## src/rtl/pgs_pkg.sv

```systemverilog
// -----------------------------------------------------------------------------
// pgs_pkg
// Shared types, constants and helpers for priority_grant_sequencer and its bench.
//   pgs_state_e   : sequencer FSM states (PGS_IDLE, PGS_SERVE)
//   PGS_N_DEF     : default request vector width
//   PGS_N_MAX     : widest vector onehot_to_idx can encode
//   onehot_to_idx : binary position of the set bit in a one-hot vector
// -----------------------------------------------------------------------------
package pgs_pkg;

    typedef enum logic [0:0] {
        PGS_IDLE  = 1'b0,
        PGS_SERVE = 1'b1
    } pgs_state_e;

    localparam int PGS_N_DEF = 16;
    localparam int PGS_N_MAX = 256;

    // ORing the indices of all set bits yields the position for a one-hot
    // input and 0 for an all-zero input, with no priority logic needed.
    function automatic logic [7:0] onehot_to_idx(input logic [PGS_N_MAX-1:0] onehot);
        logic [7:0] idx;
        idx = 8'd0;
        for (int i = 0; i < PGS_N_MAX; i++) begin
            if (onehot[i]) begin
                idx = idx | 8'(i);
            end
        end
        return idx;
    endfunction

endpackage

```

## src/rtl/pgs_pick.sv

```systemverilog
// -----------------------------------------------------------------------------
// pgs_pick
// Combinational one-hot priority picker over the pending request bits.
// Build option: PRIO_LSB_EN defined   -> lowest set bit wins.
//               PRIO_LSB_EN undefined -> highest set bit wins (default).
// Ports:
//   pending      in  [N-1:0]  bits still waiting for a grant
//   grant_onehot out [N-1:0]  the single winning bit, zero if pending is zero
// -----------------------------------------------------------------------------
module pgs_pick #(
    parameter int N = 16
) (
    input  logic [N-1:0] pending,
    output logic [N-1:0] grant_onehot
);

    logic [N-1:0] mask_s;

    // Thermometer mask: a bit stays enabled only while no higher-priority
    // pending bit has been seen on the way down the chain.
    always_comb begin
        mask_s = {N{1'b0}};
`ifdef PRIO_LSB_EN
        mask_s[0] = 1'b1;
        for (int i = 1; i < N; i++) begin
            mask_s[i] = ~pending[i-1] & mask_s[i-1];
        end
`else
        mask_s[N-1] = 1'b1;
        for (int i = N - 2; i >= 0; i--) begin
            mask_s[i] = ~pending[i+1] & mask_s[i+1];
        end
`endif
        grant_onehot = pending & mask_s;
    end

endmodule

```

## src/rtl/priority_grant_sequencer.sv

```systemverilog
// -----------------------------------------------------------------------------
// priority_grant_sequencer
// Latches a multi-hot request snapshot and hands out one grant per downstream
// handshake, in priority order, until the snapshot is drained.
// Build option: PRIO_LSB_EN selects lowest-bit-first order (see pgs_pick);
// default is highest-bit-first.
// Ports:
//   clk          in   clock, rising edge
//   rst_n        in   synchronous active-low reset
//   req_valid    in   upstream offers req_vec
//   req_ready    out  a new vector can be accepted (IDLE)
//   req_vec      in   [N-1:0] request snapshot
//   grant_valid  out  a grant is presented
//   grant_ready  in   downstream consumes the current grant
//   grant_onehot out  [N-1:0] current grant, zero when no grant
//   grant_idx    out  [IDXW-1:0] binary position of grant, zero when no grant
//   busy         out  a vector is being served
//   done         out  one-cycle pulse after a vector drains or a zero vector
//                     is accepted
// -----------------------------------------------------------------------------
module priority_grant_sequencer
    import pgs_pkg::*;
#(
    parameter  int N    = PGS_N_DEF,
    localparam int IDXW = $clog2(N)
) (
    input  logic            clk,
    input  logic            rst_n,
    input  logic            req_valid,
    output logic            req_ready,
    input  logic [N-1:0]    req_vec,
    output logic            grant_valid,
    input  logic            grant_ready,
    output logic [N-1:0]    grant_onehot,
    output logic [IDXW-1:0] grant_idx,
    output logic            busy,
    output logic            done
);

    pgs_state_e   state_r;
    logic [N-1:0] pending_r;
    logic         done_r;
    logic         req_ready_r;
    logic         busy_r;
    logic         grant_valid_r;
    logic [N-1:0] pick_s;
    logic [N-1:0] pending_next_s;

    pgs_pick #(
        .N (N)
    ) u_pick (
        .pending      (pending_r),
        .grant_onehot (pick_s)
    );

    // Pending bits left once the current grant has been consumed.
    always_comb begin
        pending_next_s = pending_r & ~pick_s;
    end

    // FSM, pending snapshot and registered status outputs.
    always_ff @(posedge clk) begin
        if (!rst_n) begin
            state_r       <= PGS_IDLE;
            pending_r     <= {N{1'b0}};
            done_r        <= 1'b0;
            req_ready_r   <= 1'b1;
            busy_r        <= 1'b0;
            grant_valid_r <= 1'b0;
        end else begin
            done_r <= 1'b0;
            case (state_r)
                PGS_IDLE: begin
                    if (req_valid) begin
                        if (req_vec != {N{1'b0}}) begin
                            pending_r     <= req_vec;
                            state_r       <= PGS_SERVE;
                            req_ready_r   <= 1'b0;
                            busy_r        <= 1'b1;
                            grant_valid_r <= 1'b1;
                        end else begin
                            // Nothing to grant: acknowledge with done only.
                            done_r <= 1'b1;
                        end
                    end
                end
                PGS_SERVE: begin
                    if (grant_ready) begin
                        pending_r <= pending_next_s;
                        if (pending_next_s == {N{1'b0}}) begin
                            state_r       <= PGS_IDLE;
                            done_r        <= 1'b1;
                            req_ready_r   <= 1'b1;
                            busy_r        <= 1'b0;
                            grant_valid_r <= 1'b0;
                        end
                    end
                end
                default: begin
                    state_r       <= PGS_IDLE;
                    pending_r     <= {N{1'b0}};
                    req_ready_r   <= 1'b1;
                    busy_r        <= 1'b0;
                    grant_valid_r <= 1'b0;
                end
            endcase
        end
    end

    // Grant outputs follow the pending register, forced to zero outside SERVE.
    always_comb begin
        if (grant_valid_r) begin
            grant_onehot = pick_s;
            grant_idx    = IDXW'(onehot_to_idx(PGS_N_MAX'(pick_s)));
        end else begin
            grant_onehot = {N{1'b0}};
            grant_idx    = {IDXW{1'b0}};
        end
    end

    assign req_ready   = req_ready_r;
    assign busy        = busy_r;
    assign grant_valid = grant_valid_r;
    assign done        = done_r;

endmodule

```

## config.mk

```make
export PLATFORM = sky130hd
export DESIGN_NAME = priority_grant_sequencer
export DESIGN_NICKNAME = d
export VERILOG_FILES = /design/src/rtl/pgs_pkg.sv /design/src/rtl/pgs_pick.sv /design/src/rtl/priority_grant_sequencer.sv
export SDC_FILE = /design/constraint.sdc
export NUM_CORES = 1
export LEC_CHECK = 0
export ABC_CLOCK_PERIOD_IN_PS = 5700
export CAP_MARGIN = 10
export CORE_MARGIN = 2
export CORE_UTILIZATION = 25
export CTS_CLUSTER_SIZE = 25
export DETAILED_ROUTE_END_ITERATION = 10
export SLEW_MARGIN = 40
export SYNTH_ARGS = -nofsm -noshare
export SYNTH_HDL_FRONTEND = slang
export SYNTH_SLANG_ARGS = --single-unit
export TNS_END_PERCENT = 30
```

## constraint.sdc

```tcl
create_clock -name clk -period 5.7 [get_ports clk]
set_clock_uncertainty 0.05 [all_clocks]
set_input_delay 0.855 -clock clk [delete_from_list [all_inputs] [get_ports clk]]
set_output_delay 0.855 -clock clk [all_outputs]
set_load 0.02 [all_outputs]
```

* Word-level counts from Yosys, hierarchy flattened
Cells that the tools add are included.
Cells by class: bitwise gates (word level) 33, mux-type cells 41, eq/ne operators 4, reduce and logical (&&, ||, !) cells 4
Operators with widths (count):
- 16-bit two-way mux | 4
- 4-bit two-way mux | 9
- 16-bit bitwise AND | 2
- 16-bit one-hot mux with 2 select lines | 1
- 1-bit two-way mux | 17
- 16-bit logical NOT | 1
- 1-bit NOT | 16
- 16-bit NOT | 1
- 16-bit nonzero test | 1
- 1-bit bitwise AND | 14
- 3-bit two-way mux | 4
- 1-bit one-hot mux with 2 select lines | 4
- 2-bit != test (second input constant) | 3
- 2-bit two-way mux | 2
- 4-bit AND reduction | 1
- 3-bit AND reduction | 1
- 2-bit by 1-bit != test with 1-bit output (second input constant) | 1
Storage, ports and cells: logic and storage cells 87, register bits after elaboration 20

* Longest topological paths before layout
depth after elaboration 32, depth in mapped cells 7

* Hierarchy
A second synthesis with hierarchy kept.
Second synthesis, totals: cell total of the unflattened synthesis 199, area total of the unflattened synthesis 1491.4 sq um
By module, submodules not included:
- priority_grant_sequencer | area an instance 1232.4 sq um, cells each 168, instances 1, sequential area each 400.4 sq um
- pgs_pick | area an instance 259.0 sq um, cells each 31, instances 1, sequential area each 0.0 sq um

* Least setup slack after synthesis
OpenSTA, ideal clock, no wires.
path kind flip-flop to output port, from reg pending_r[13], to out grant_idx[1], stages on the path, launching flop included 7, path slack 2.767 ns, data arrival time 2.028 ns, cell sequence dfxtp_1 > buf_6 > or4_4 > buf_6 > nor3_2 > and4b_1 > a211o_1
On the way: longest elaborated chain between the ends 28
Ends and longest elaborated chain:
- start: declaration | RTL line priority_grant_sequencer.sv:41 | logic [N-1:0] pending_r;
- start signal: assignment | RTL line priority_grant_sequencer.sv:65 | pending_r <= {N{1'b0}};
- start signal: assignment | RTL line priority_grant_sequencer.sv:76 | pending_r <= req_vec;
- start signal: assignment | RTL line priority_grant_sequencer.sv:89 | pending_r <= pending_next_s;
- 1-bit NOT * | RTL line pgs_pick.sv:31 | mask_s[i] = ~pending[i+1] & mask_s[i+1];
- 1-bit bitwise AND * (2 in a row) | RTL line pgs_pick.sv:31
- 1-bit bitwise AND (9 in a row) | RTL line pgs_pick.sv:31
- 16-bit bitwise AND * | RTL line pgs_pick.sv:34 | grant_onehot = pending & mask_s;
- 2-bit two-way mux (2 in a row) | RTL line pgs_pkg.sv:25 | if (onehot[i]) begin
- 3-bit two-way mux (4 in a row) | RTL line pgs_pkg.sv:25
- 4-bit two-way mux (3 in a row) | RTL line pgs_pkg.sv:25
- 4-bit two-way mux * (5 in a row) | RTL line pgs_pkg.sv:25
- 4-bit two-way mux * | RTL line priority_grant_sequencer.sv:112 | if (grant_valid_r) begin
- end: declaration | RTL line priority_grant_sequencer.sv:35 | output logic [IDXW-1:0] grant_idx,
Every way passes the cells marked *; elsewhere a longest branch is shown, timed or not.

* Worst setup path after layout
from reg pending_r[12], to out grant_idx[1]
On the way: longest elaborated chain between the ends 27
Ends and longest elaborated chain (RTL line):
- 1-bit NOT * | pgs_pick.sv:31
- 1-bit bitwise AND * | pgs_pick.sv:31
- 1-bit bitwise AND (9 in a row) | pgs_pick.sv:31
- 16-bit bitwise AND * | pgs_pick.sv:34
- 2-bit two-way mux (2 in a row) | pgs_pkg.sv:25
- 3-bit two-way mux (4 in a row) | pgs_pkg.sv:25
- 4-bit two-way mux (3 in a row) | pgs_pkg.sv:25
- 4-bit two-way mux * (5 in a row) | pgs_pkg.sv:25
- 4-bit two-way mux * | priority_grant_sequencer.sv:112
Marks and branches as above.

==> impl_metrics.ini <==
[critical_path]
cp_data_required_time_ps = 4800
ff2ff_setup_slack_ps = 3310
crit_path_end_kind = output port
crit_path_top_delay_cell = or4_4
critPathLaunchType = register
cpPeakStageDelay_ps = 660
critPathMaxFanout = 12
path_cells = or4_4 -> nor3_2 -> and4b_1 -> a211o_1 -> clkdlybuf4s50_1
worstPathArrival_ps = 2730
critical_path_class = reg2out

[routing]
vias = 1483
drt-total-wl_um = 4160
ant_nets = 0
vias_per_cell = 4.98
drt_first_iter_violations = 130
drc_errors = 0
post_drt_wl_per_cell_um = 13.9
dr.pass1.iters = 4

[sta]
finalCritPeriodShare = 0.638
rsz0062_at_grt = false
worst_pin_slew_ps = 736
setup_viol = 0
worst_slack_ps = 2060
slew_viol_final = 0
hold_ws_ps = 481
fin_setup_tns_ps = 0
layout_min_cycle_time_ps = 3640
max_freq_ghz = 0.275
hold_viol_final = 0
slew_headroom = 0.509

[global_routing]
grt-busiest-layer = met2
gr-usage-met1 = 0.199
grt_max_degree = 23
use_met2 = 0.202
grt_pass1_wl_um = 6840
antenna_found_initial = 0
first_global_vias = 1387
grt_overflow_total = 0
grt.total_usage = 0.136
use_met3 = 0.0294

[job]
max-cap-violations = 0

[synth]
ys_warn_count = 0
synth_edf_count = 0
syn_nets = 213
ys_ff_latch = 20
syn_area_sq_um = 1430
synthCells = 193
synthFlopType = dfxtp_1
ys_seq_area_frac = 0.281
syn_area_per_cell_sq_um = 7.38
synth_cell_types = 48
postSynth.asyncResetShare = 0

[layout]
regArea_sq_um = 400
drive_above_1_share = 0.0885
final_cells = 298
nets = 247
most-common-layout-cells = 43 x clkdlybuf4s50_1, 27 x nand2_1, 21 x a21oi_1, 20 x dfxtp_1, 19 x o21ai_0
synthToLayoutAreaGrowth_pct = 35.3
post-route-cell-area_sq_um = 1930
nFillCells = 577
layout_commonest_cell = clkdlybuf4s50_1
multi_input_area_sq_um = 910
n_antenna_cell = 0
utilization = 0.350

[die]
dieArea_sq_um = 6320
top_level_ports = 44
core_area_sq_um = 5510
rows = 27
die_h_um = 79.5
start_util = 0.259
die_x_um = 79.5

[outcome]
status = complete, no violations

[pwr]
cellLeakagePower_nw = 0.703
ir_drop_mv = 0.114
power_density_nw_per_um2 = 256
totalPowerFinal_uw = 494

[placement]
post-place-ws_ps = 2310
post-place-cells = 294
placed_area_sq_um = 1860
io_buffers = 43
hpwlAfterDp_um = 3070
gp_congestion = 0.886

[clock_network]
cts_resized = 0
cts_tree = yes
clk_pin_slew_ps = 80
postCtsHoldBufs = 0
htreeDepth = 1
postCtsSetupBuffers = 0
root_buffer = clkbuf_8
cts_num_sinks = 20
numCtsBuffers = 3
cts_buffer_depth = 2
clk-insertion-delay-late_ps = 270

[hold_path]
worstHoldPathType = reg2reg
## worst max-delay path: cells and delay by family (launching register included)
kind	cells	cell delay [ps]
compound gates	1	120
buf+inv	1	600
flops	1	370
simple gates	3	1370
## sequential cells by signal, summed over array words and instances (netlist names)
register / count
pending_r: 16
done: 1
grant_valid: 1
req_ready: 1
state_r: 1
## cells by family (layout without fill, tap and decap cells)
group,after synthesis,count (layout),share of synthesized area
buf+inv,20,53,0.0834
fa+ha+maj,2,2,0.0140
compound gates,61,61,0.264
flops,20,20,0.281
simple gates,90,90,0.357
## synthesized netlist by cell type, types with 3 or more instances
library cell | count | share of area
a21oi_1 | 22 | 0.077
and2_1 | 6 | 0.026
and3_1 | 6 | 0.026
clkbuf_1 | 8 | 0.021
dfxtp_1 | 20 | 0.28
inv_1 | 4 | 0.011
nand2_1 | 27 | 0.071
nand3_1 | 3 | 0.011
nor2_1 | 11 | 0.029
nor2b_1 | 3 | 0.013
nor3_1 | 7 | 0.025
nor4_1 | 6 | 0.026
o21a_1 | 4 | 0.021
o21ai_0 | 19 | 0.067
or2_2 | 3 | 0.013
## cell type report
| class | instances | share of cell area |
|---|---|---|
| clock buffers | 3 | 0.0214 |
| clock inverters | 1 | 0.0156 |
| inverters | 5 | 0.00973 |
| multi-input cells | 153 | 0.472 |
| flip-flops and latches | 20 | 0.208 |
| well taps | 72 | 0.0467 |
| repair buffers | 44 | 0.227 |
## routing by layer
layer,part of all wire,vias to the layer above
met5,0,-
met4,0.0058,0
met3,0.047,2
met2,0.44,37
met1,0.50,682
li1,-,762
## path summary, 6_finish.rpt
kind                                            startpoint                         to  cells after the start
worst min register to register   pending_r[0]$_SDFFE_PN0P_  pending_r[0]$_SDFFE_PN0P_                      2
worst max register to register  pending_r[12]$_SDFFE_PN0P_   grant_valid$_SDFFE_PN0P_                      5
worst min-delay path             pending_r[0]$_SDFFE_PN0P_  pending_r[0]$_SDFFE_PN0P_                      2
worst max-delay path            pending_r[12]$_SDFFE_PN0P_               grant_idx[1]                      5
## power breakdown
part | total, mW | internal [mW] | switching (mW)
logic | 0.166 | 0.0774 | 0.0885
clock network | 0.148 | 0.0939 | 0.0537
registers | 0.180 | 0.152 | 0.0282
No activity file was read; power rests on OpenSTA's default activity.
